$ cat src/rtl/alu_pkg.sv
// alu_pkg: shared ALU opcodes and multiply-controller state encoding
package alu_pkg;
  localparam logic [3:0] ALU_ADD   = 4'd0;
  localparam logic [3:0] ALU_SUB   = 4'd1;
  localparam logic [3:0] ALU_AND   = 4'd2;
  localparam logic [3:0] ALU_OR    = 4'd3;
  localparam logic [3:0] ALU_NAND  = 4'd4;
  localparam logic [3:0] ALU_XOR   = 4'd5;
  localparam logic [3:0] ALU_SHL   = 4'd6;
  localparam logic [3:0] ALU_SHR   = 4'd7;
  localparam logic [3:0] ALU_PASSB = 4'd8;
  localparam logic [1:0] S_IDLE = 2'd0;
  localparam logic [1:0] S_ADD  = 2'd1;
  localparam logic [1:0] S_SHL  = 2'd2;
  localparam logic [1:0] S_DONE = 2'd3;
endpackage

$ cat src/rtl/alu_mul_seq.sv
// alu_mul_seq: shift-and-add 64x64 multiply (low half) driving the shared ALU
module alu_mul_seq
  import alu_pkg::*;
#(
  parameter bit EARLY_EXIT = 1'b1
) (
  input  logic        clk,
  input  logic        rst_n,
  input  logic        start,
  input  logic [63:0] op_a,
  input  logic [63:0] op_b,
  output logic        busy,
  output logic        done,
  output logic [63:0] product,
  output logic [63:0] alu_a,
  output logic [63:0] alu_b,
  output logic [5:0]  alu_shamt,
  output logic [3:0]  alu_opt,
  input  logic [63:0] alu_res
);
  logic [1:0]  state;
  logic [63:0] p, m, q;
  logic [6:0]  cnt;
  logic        last;
  // last shift: no multiplier bits left, or all 64 positions consumed
  assign last = EARLY_EXIT ? (q[63:1] == '0) : (cnt == 7'd63);
  assign busy = (state == S_ADD) || (state == S_SHL);
  assign done = (state == S_DONE);
  always_comb begin
    alu_opt   = (state == S_SHL) ? ALU_SHL : ALU_ADD;
    alu_a     = (state == S_ADD) ? p : (state == S_SHL) ? m : '0;
    alu_b     = (state == S_ADD) ? m : '0;
    alu_shamt = (state == S_SHL) ? 6'd1 : 6'd0;
  end
  always_ff @(posedge clk) begin
    if (!rst_n) begin
      state   <= S_IDLE;
      p       <= '0;
      m       <= '0;
      q       <= '0;
      cnt     <= '0;
      product <= '0;
    end else begin
      case (state)
        S_IDLE: if (start) begin
          p     <= '0;
          m     <= op_a;
          q     <= op_b;
          cnt   <= '0;
          state <= (EARLY_EXIT && op_b == '0) ? S_DONE : op_b[0] ? S_ADD : S_SHL;
          if (EARLY_EXIT && op_b == '0) product <= '0;
        end
        S_ADD: begin
          p     <= alu_res;
          state <= S_SHL;
        end
        S_SHL: begin
          m     <= alu_res;
          q     <= q >> 1;
          cnt   <= cnt + 7'd1;
          state <= last ? S_DONE : q[1] ? S_ADD : S_SHL;
          if (last) product <= p;
        end
        default: state <= S_IDLE;
      endcase
    end
  end
endmodule

$ cat config.mk
export PLATFORM = sky130hd
export DESIGN_NAME = alu_mul_seq
export DESIGN_NICKNAME = d
export VERILOG_FILES = /design/src/rtl/alu_pkg.sv /design/src/rtl/alu_mul_seq.sv
export SDC_FILE = /design/constraint.sdc
export NUM_CORES = 1
export LEC_CHECK = 0
export BUFFER_PORTS_ARGS = -buffer_cell sky130_fd_sc_hd__buf_2
export CELL_PAD_IN_SITES_DETAIL_PLACEMENT = 0
export CELL_PAD_IN_SITES_GLOBAL_PLACEMENT = 1
export CORE_ASPECT_RATIO = 1.4
export CORE_UTILIZATION = 38
export CTS_BUF_LIST = sky130_fd_sc_hd__clkbuf_4 sky130_fd_sc_hd__clkbuf_8
export CTS_CLUSTER_SIZE = 8
export DETAILED_ROUTE_END_ITERATION = 10
export GPL_TIMING_DRIVEN = 0
export PLACE_DENSITY = 0.94
export SLEW_MARGIN = 40
export SYNTH_ARGS = -nofsm -noshare
export SYNTH_HDL_FRONTEND = slang
export SYNTH_SLANG_ARGS = --single-unit
export TNS_END_PERCENT = 100
$ cat constraint.sdc
create_clock -name clk -period 2.76 [get_ports clk]
set_input_delay 0 -clock clk [delete_from_list [all_inputs] [get_ports clk]]
set_output_delay 0 -clock clk [all_outputs]
set_load 0.01 [all_outputs]
==> reports/results.tsv, run 1 <==
metric	value	unit
post-synth cell types	30	
Residual DRC	0	
max_cap viols	0	
worst-case clock buffer depth	3	
critical path's slowest cell	nor4_1	
Sw Share	0.366	
CTS clk-pin slew, worst paths	60	ps
Pins Over Slew Limit	0	
die width	153	um
Fmax	381	MHz
Worst Hold Class	in2reg	
total routed wirelength	49200	um
nets	2262	
Synth Instances	1426	
DPL Wire Length	34500	um
final setup vio count	0	
die height	214	um
P_sw	4470	uW
status	complete, no violations	
IO buf count	391	
clock sinks	257	
power per cell area	695	mW/mm2
critical path's top delay family	simple AND/OR/NAND/NOR gates	
fin crit share	0.950	
total CTS buffers	42	
Avg WL per Cell	19.8	um
relative slew slack	0.441	
number of placed I/O pins	399	
average vias per placed instance	5.45	
clock share of power	0.276	
drt first-iter violations	832	
share of layout cells above drive strength 1	0.285	
Yosys warnings	0	
crit path launch type	input port	
Final Worst Setup Slack	137	ps
vias in the first global route	13900	
Power Total	12200	uW
CTS tree	built	
worst endpoint required time	3240	ps
Max VDD drop	372	uV
Cell Rows	77	
worst skew pair latency	570	ps
post-layout min period	2620	ps
gr usage total	0.289	
area grow syn2layout	44.3	%
grt total ovfl	0	
initial antenna violation count	1	
sequential fraction of the synthesis area	0.422	
gp weighted congestion	0.921	
Worst EP arrival	3110	ps
CP Max Fanout	10	
CP Class	in2reg	
Antenna Nets Post-Route	0	
Slew @ Worst Pin	839	ps
crit-path max cell delay	660	ps
Netlist Area Pre-Place	0.0122	mm2
Setup WS pre-CTS	-507	ps
RSZ-0062 raised after global routing	false	
sequential share of power	0.392	
Initial Util	0.386	
clk root buf	clkbuf_8	
Clock Skew	22.7	ps
CP Cell Sequence	dlygate4sd3_1, buf_2, nor4_1, nand4_1, or4_4, a2111o_1, buf_6, buf_8, o22ai_2	
vias post-DR	13500	
#FFs+latches synth	257	
Logic pwr share	0.333	
TritonRoute pass-1 iters	6	
internal power	7750	uW
first-pass GRT wire length	74300	um
syn avg cell area	8.55	um2
Fin. Hold Viols	0	
die area	0.0328	mm2
Static Leak	0.00727	uW
largest net degree at the start of global routing	12	
Worst setup EP type	flop	
CP bufs+invs	4	
Max H-tree Level	2	
core footprint	0.0316	mm2
reg2reg setup slack	170	ps
-- registers in the layout, indices dropped and copies added, names as in the netlist --
signal   cells
product     64
q           63
state        2
m           64
p           64
-- cell usage in the layout, fill, tap and decap left out, types with 2 or more instances in the layout --
cell,count
a21oi_1,2
inv_1,6
clkbuf_2,30
buf_2,395
buf_8,6
and2_1,64
clkinvlp_4,2
nor2b_1,2
clkbuf_8,48
dlygate4sd3_1,195
nor4_2,2
dfxtp_1,257
o41ai_1,3
mux2i_1,126
nor3_1,2
clkinv_2,4
conb_1,7
or4_4,2
nor2_1,192
buf_6,10
buf_1,3
clkbuf_1,75
nand4_1,9
o21ai_0,64
nor4_1,29
a22oi_1,65
clkbuf_4,17
a211oi_1,126
o22ai_2,60
buf_4,11
o22ai_1,4
ha_2,2
nand2_1,257
-- metrics by stage --
| step | TNS (ps) | cells | utilization | cell area [um2] | hold slack (ps) |
|---|---|---|---|---|---|
| 3_3_place_gp | -163510 | 2218 | 0.464 | 14700 | 270 |
| 3_5_place_dp | -47070 | 2220 | 0.465 | 14700 | 277 |
| 5_1_grt | 0 | 2484 | 0.557 | 17600 | 73.6 |
| 6_report | 0 | 2484 | 0.557 | 17600 | 72.8 |
| 4_1_cts | 0 | 2484 | 0.556 | 17600 | 35.1 |
| 2_1_floorplan | 0 | 1432 | - | 12200 | 162 |
-- timing repair --
action | CTS | global route
hold buffers | 195 | 0
hold endpoints to repair | 193 | 0
setup buffers | 1 | 0
pin swaps | 1 | 0
gates resized for setup | 38 | 20
setup endpoints to repair | 311 | 242
-- synthesized netlist by cell type --
master    count  area share
dfxtp_1     257        0.42
nand2_1     257       0.079
nor2_1      193       0.059
mux2i_1     127        0.10
a211oi_1    126       0.078
clkbuf_1    111       0.034
a22oi_1      65       0.040
and2_1       64       0.033
o21ai_0      64       0.026
o22ai_2      60       0.062
nor4_1       31       0.016
buf_1         9      0.0028
buf_4         9      0.0055
nand4_1       9      0.0046
buf_6         7      0.0065
buf_8         6      0.0074
inv_1         6      0.0018
ha_1          4      0.0041
o22ai_1       4      0.0021
o41ai_1       3      0.0022
a21oi_1       2     0.00082
nor2b_1       2      0.0010
nor3_1        2     0.00082
or4_4         2      0.0018
a2111o_1      1     0.00092
a221oi_1      1     0.00072
a221oi_4      1      0.0022
conb_1        1     0.00031
nand3_1       1     0.00041
or2_2         1     0.00051
-- area by class of cell --
class,count,area [um2]
diodes,1,2.50
plain buffers,140,761
clock buffers,61,746
clock inverters,8,73.8
fillers,2821,14000
inverters,6,22.5
multi-input cells,1027,6410
flip-flops and latches,257,5140
well taps,395,494
repair buffers,589,3940
-- kinds of logic (layout without fill, tap and decap cells) --
kind of cell	after synthesis	count (layout)	share of synthesized area
AOI/OAI and AO/OA	327	327	0.214
adders and majority gates	4	4	0.00411
buffers and inverters	148	804	0.0582
DFF	257	257	0.422
muxes	127	127	0.104
other	1	8	0.000308
and+or+nand+nor	562	562	0.197
-- path summary, 6_finish.rpt --
kind	startpoint	end	depth (start not counted)
worst max-delay path	op_b[18]	product[16]	9
worst min-delay path	rst_n	product[45]	4
worst max register to register	q[22]	product[16]	7
worst min register to register	product[30]	product[30]	2
-- tightest hold or removal path, cell delays in order --
cell      delay [ps]
buf_2            140
clkbuf_1         240
nand2_1          150
o22ai_2           60
-- per-layer routing --
metal / up-vias / wire, um / GRT usage
met5: - / 0 / 0
met2: 736 / 23600 / 0.493
met3: 238 / 3240 / 0.0591
met4: 0 / 3630 / 0.213
li1: 6281 / - / -
met1: 6275 / 18700 / 0.317
-- power groups by stage --
stage          Clock (uW)  Sequential (uW)  Combinational, uW
6_report             3370             4790               4060
2_1_floorplan           0             4690               2480
5_1_grt              3600             4850               4390
3_5_place_dp            0             4830               3690
3_3_place_gp            0             4810               3600
4_1_cts              3440             4760               3990
Note: power is estimated with default switching activity, not from simulation.
==> inputs of run 2 (changes only) <==
--- a/config.mk
+++ b/config.mk
@@ -5,12 +5,14 @@
 export SDC_FILE = /design/constraint.sdc
 export NUM_CORES = 1
 export LEC_CHECK = 0
+export ABC_AREA = 1
 export BUFFER_PORTS_ARGS = -buffer_cell sky130_fd_sc_hd__buf_2
 export CELL_PAD_IN_SITES_DETAIL_PLACEMENT = 0
 export CELL_PAD_IN_SITES_GLOBAL_PLACEMENT = 1
 export CORE_ASPECT_RATIO = 1.4
-export CORE_UTILIZATION = 38
+export CORE_UTILIZATION = 36
 export CTS_BUF_LIST = sky130_fd_sc_hd__clkbuf_4 sky130_fd_sc_hd__clkbuf_8
+export CTS_CLUSTER_DIAMETER = 30
 export CTS_CLUSTER_SIZE = 8
 export DETAILED_ROUTE_END_ITERATION = 10
 export GPL_TIMING_DRIVEN = 0
==> reports/results.tsv, run 2 <==
metric	value	unit
Worst EP arrival	2570	ps
nets	2759	
TNS Setup	0	ps
P_sw	5210	uW
IO buf count	391	
clock share of power	0.304	
Max VDD drop	365	uV
sequential standard cell area	0.00514	mm2
Power Total	13800	uW
Synth Flop Type	dfxtp_1	
Worst Hold Class	in2reg	
share of layout cells above drive strength 1	0.236	
vias post-DR	15300	
Max H-tree Level	2	
Netlist Area Pre-Place	0.0126	mm2
top cells by count, synth	nand2_1 (497), dfxtp_1 (257), inv_1 (200), o21ai_0 (185), nor2_1 (149)	
gr usage total	0.279	
Initial Util	0.367	
#FFs+latches synth	257	
crit-path max cell delay	510	ps
initial antenna violation count	1	
gp weighted congestion	0.933	
drt first-iter violations	1253	
CTS tree	built	
crit path launch type	flop	
clock sinks	257	
commonest cells after routing, fill and taps aside	nand2_1 (497), buf_2 (421), dfxtp_1 (257)	
fin crit share	0.930	
area leader, netlist	dfxtp_1	
power per cell area	756	mW/mm2
worst endpoint required time	2760	ps
total CTS buffers	49	
final setup vio count	0	
CP bufs+invs	5	
Fmax	390	MHz
Sw Share	0.378	
Synth area leaders	dfxtp_1 (41%), nand2_1 (15%), o21ai_0 (7.3%), a31oi_1 (6.3%), inv_1 (6.0%)	
post-layout min period	2570	ps
total routed wirelength	51400	um
CTS clk-pin slew, worst paths	60	ps
Slew @ Worst Pin	810	ps
Pins Over Slew Limit	0	
Worst setup EP type	primary output	
worst skew pair latency	590	ps
first-pass GRT wire length	78900	um
clk root buf	clkbuf_8	
Cells after DPL	2767	
area grow syn2layout	44.6	%
sequential fraction of the synthesis area	0.408	
final core occ	0.531	
fillers	3323	
post-synth cell types	21	
multi-input logic area	0.00598	mm2
Residual DRC	0	
Synth Instances	1919	
CP Class	reg2out	
die height	223	um
Avg WL per Cell	16.9	um
Final Non-Filler Cells	3047	
status	complete, no violations	
die area	0.0358	mm2
ys async rst share	0	
TritonRoute pass-1 iters	6	
RSZ-0062 raised after global routing	false	
syn avg cell area	6.57	um2
largest net degree at the start of global routing	13	
worst-case clock buffer depth	3	
critical path's top delay family	buffers and inverters	
Yosys warnings	0	
most frequent cell after synthesis	nand2_1	
max_cap viols	0	
average vias per placed instance	5.01	
core footprint	0.0343	mm2
CP Cell Sequence	inv_1, ha_1, clkbuf_1, buf_1, nand2_1, inv_1, buf_2	
grt total ovfl	0	
Logic pwr share	0.331	
relative slew slack	0.460	
Static Leak	0.00876	uW
critical path's slowest cell	clkbuf_1	
Post-synth EDFFs	0	
internal power	8570	uW
Antenna Nets Post-Route	0	
commonest non-fill, non-tap cell in the layout	nand2_1	
CP most frequent cell	inv_1	
post-CTS setup buffers	0	
area share of the largest cell type after synthesis	0.408	
number of placed I/O pins	399	
Fin. Hold Viols	0	
top flop regs	m (64), p (64), product (64)	
sequential share of power	0.365	
Cell Rows	80	
die width	160	um
CP Max Fanout	10	
vias in the first global route	15200	
Clock Skew	17.1	ps
DPL Wire Length	37200	um
run 2: metrics by stage:
stage	hold WS, ps	setup WS (ps)	area (um2)
after floorplan	155	979	12600
after global placement	278	70.6	15200
after detailed placement	277	35.0	15200
after CTS	193	7.05	18200
after global routing	220	27.6	18200
final	228	193	18200
run 2: cell families (layout without fill, tap and decap cells):
group	Yosys count	count (layout)	share of synthesized area
DFF	257	257	0.408
AOI/OAI and AO/OA	451	451	0.192
other	1	8	0.000297
adders and majority gates	4	4	0.00397
buffers and inverters	366	1036	0.120
and+or+nand+nor	840	840	0.276
run 2: cell type report:
type	count	area share
antenna	1	0.000137
sequential	257	0.282
clock inverter	18	0.0116
tap	451	0.0310
inverter	203	0.0418
timing repair buffer	585	0.214
clock buffer	68	0.0486
multi-input combinational	1302	0.328
buffer	162	0.0427
run 2: worst paths after layout:
kind | end | cells after the start | from | slack, ps
hold / removal | m[57] | 4 | op_a[57] | 230
setup reg to reg | m[62] | 6 | state[0] | 290
hold reg to reg | product[1] | 2 | p[1] | 470
setup / recovery | alu_b[50] | 7 | state[1] | 190
run 2: worst reg2reg max path, delay by kind of cell (launching register included):
family          cells  cell delay, ps
simple gates        1             120
buf+inv             3            1330
compound gates      1             180
flops               1             350
fa+ha+maj           1             410
run 2: per-layer routing:
layer  GRT usage  vias to the layer above  share of wire
li1            -                     7446              -
met1       0.308                     6901           0.38
met2       0.512                      749           0.51
met3      0.0396                      177          0.066
met4       0.147                        0          0.049
met5           0                        -              0
run 2: power groups by stage:
stage               registers, uW  clock network (uW)  logic (uW)
finish                       5030                4190        4570
global route                 5100                4410        5060
CTS                          5010                4240        4530
detailed placement           5080                   0        4290
global placement             5060                   0        4230
floorplan                    5020                   0        2640
run 2: repair_timing:
| item | CTS | global route |
|---|---|---|
| endpoints found under the setup margin | 64 | 37 |
| gates resized for setup | 12 | 13 |
| hold buffers | 194 | 0 |
| endpoints found under the hold margin | 193 | 0 |
==> inputs of run 3 (changes only) <==
--- a/config.mk
+++ b/config.mk
@@ -17,6 +17,8 @@
 export DETAILED_ROUTE_END_ITERATION = 10
 export GPL_TIMING_DRIVEN = 0
 export PLACE_DENSITY = 0.94
+export RECOVER_POWER = 50
+export SKIP_CTS_REPAIR_TIMING = 1
 export SLEW_MARGIN = 40
 export SYNTH_ARGS = -nofsm -noshare
 export SYNTH_HDL_FRONTEND = slang
==> reports/results.tsv, run 3 (same netlist as run 2, synthesis figures left out) <==
metric	value	unit
TritonRoute pass-1 iters	8	
initial antenna violation count	2	
CP Class	reg2out	
total CTS buffers	49	
CP bufs+invs	5	
commonest cells after routing, fill and taps aside	nand2_1 (497), buf_2 (332), dfxtp_1 (257)	
max_cap viols	0	
Fmax	385	MHz
Max VDD drop	373	uV
P_sw	5230	uW
final setup vio count	0	
met2 Use GR	0.481	
die width	160	um
worst-case clock buffer depth	3	
violated checks	hold timing	
status	finished, violations left	
core footprint	0.0343	mm2
Residual DRC	0	
total routed wirelength	51500	um
R2R cell count	11	
crit path launch type	flop	
clk root buf	clkbuf_8	
crit-path max cell delay	390	ps
top flop regs	m (64), p (64), product (64)	
Worst Hold Class	in2reg	
critical path's top delay family	buffers and inverters	
Fin. Hold Viols	4	
Worst EP arrival	2600	ps
Cells after DPL	2767	
number of placed I/O pins	399	
commonest non-fill, non-tap cell in the layout	nand2_1	
IO buf count	391	
RSZ-0062 raised after global routing	false	
met3 usage	0.0398	
internal power	8500	uW
WP depth	8	
clock sinks	257	
drt first-iter violations	1187	
first-pass GRT wire length	73700	um
post-layout min period	2600	ps
Final Non-Filler Cells	3049	
Slew @ Worst Pin	823	ps
reg2reg setup slack	200	ps
fillers	3367	
critical path's slowest cell	dfxtp_1	
largest net degree at the start of global routing	13	
area grow syn2layout	43.8	%
Final Worst Setup Slack	164	ps
Worst setup EP type	primary output	
final core occ	0.528	
WHS	-7.95	ps
clock share of power	0.305	
CP Max Fanout	10	
Pins Over Slew Limit	0	
power per cell area	757	mW/mm2
hold path depth	4	
Placed Area	0.0152	mm2
die area	0.0358	mm2
Sw Share	0.381	
share of layout cells above drive strength 1	0.205	
Cell Rows	80	
CP Cell Sequence	inv_1, ha_1, inv_1, clkbuf_2, clkbuf_2, nand3_1, o21ai_0, buf_2	
Antenna Nets Post-Route	0	
average vias per placed instance	4.99	
GR peak layer	met2	
Static Leak	0.00845	uW
worst skew pair latency	590	ps
sequential share of power	0.367	
Initial Util	0.367	
worst endpoint required time	2760	ps
grt total ovfl	0	
Setup WS pre-CTS	35.0	ps
fin crit share	0.941	
vias post-DR	15200	
gr usage total	0.261	
Logic pwr share	0.328	
relative slew slack	0.451	
grt met1 use	0.294	
Max H-tree Level	2	
Avg WL per Cell	16.9	um
DPL Wire Length	37200	um
vias in the first global route	13900	
Power Total	13700	uW
gp weighted congestion	0.933	
die height	223	um
CTS clk-pin slew, worst paths	60	ps
Design Area, Final	0.0181	mm2
CTS tree	built	
nets	2760	
Clock Skew	20.7	ps
## run 3: per-stage QoR
stage                     TNS (ps)  hold WS [ps]
after global routing             0          67.1
after CTS                   -12260          -360
after detailed placement         0           277
after floorplan                  0           155
final                            0         -7.95
after global placement           0           278
## run 3: final cells by class
| type | instances | area [um2] | area share |
|---|---|---|---|
| antenna | 2 | 5.00 | 0.000276 |
| buffer | 163 | 779 | 0.0430 |
| clock buffer | 68 | 886 | 0.0489 |
| clock inverter | 18 | 211 | 0.0117 |
| inverter | 203 | 762 | 0.0420 |
| multi-input combinational | 1302 | 5970 | 0.329 |
| sequential | 257 | 5140 | 0.284 |
| tap | 451 | 564 | 0.0311 |
| timing repair buffer | 585 | 3800 | 0.210 |
## run 3: final timing paths
check                              start         end
worst max register to register  state[0]       m[35]
worst min-delay path               rst_n        p[4]
worst max-delay path            state[1]   alu_a[29]
worst min register to register      p[1]  product[1]
## run 3: worst register-to-register path: stages, from the launching register on
cell and delay, ps:
dfxtp_1 350, inv_1 100, ha_1 220, inv_1 100, nor2_1 330, inv_2 60, o21ai_0 160, clkinv_1 170
buf_6 180, clkbuf_2 300, clkbuf_2 330, a31oi_1 190
## run 3: power groups by stage
stage          sequential, uW  clock, uW  combinational, uW
3_5_place_dp             5080          0               4290
6_report                 5040       4190               4500
3_3_place_gp             5060          0               4230
4_1_cts                  5010       4240               4310
2_1_floorplan            5020          0               2640
5_1_grt                  5110       4410               5000
## run 3: layer usage
metal	part of all wire	routed length [um]
met5	0	0
met4	0.041	2100
met3	0.068	3510
met2	0.51	26300
met1	0.38	19700
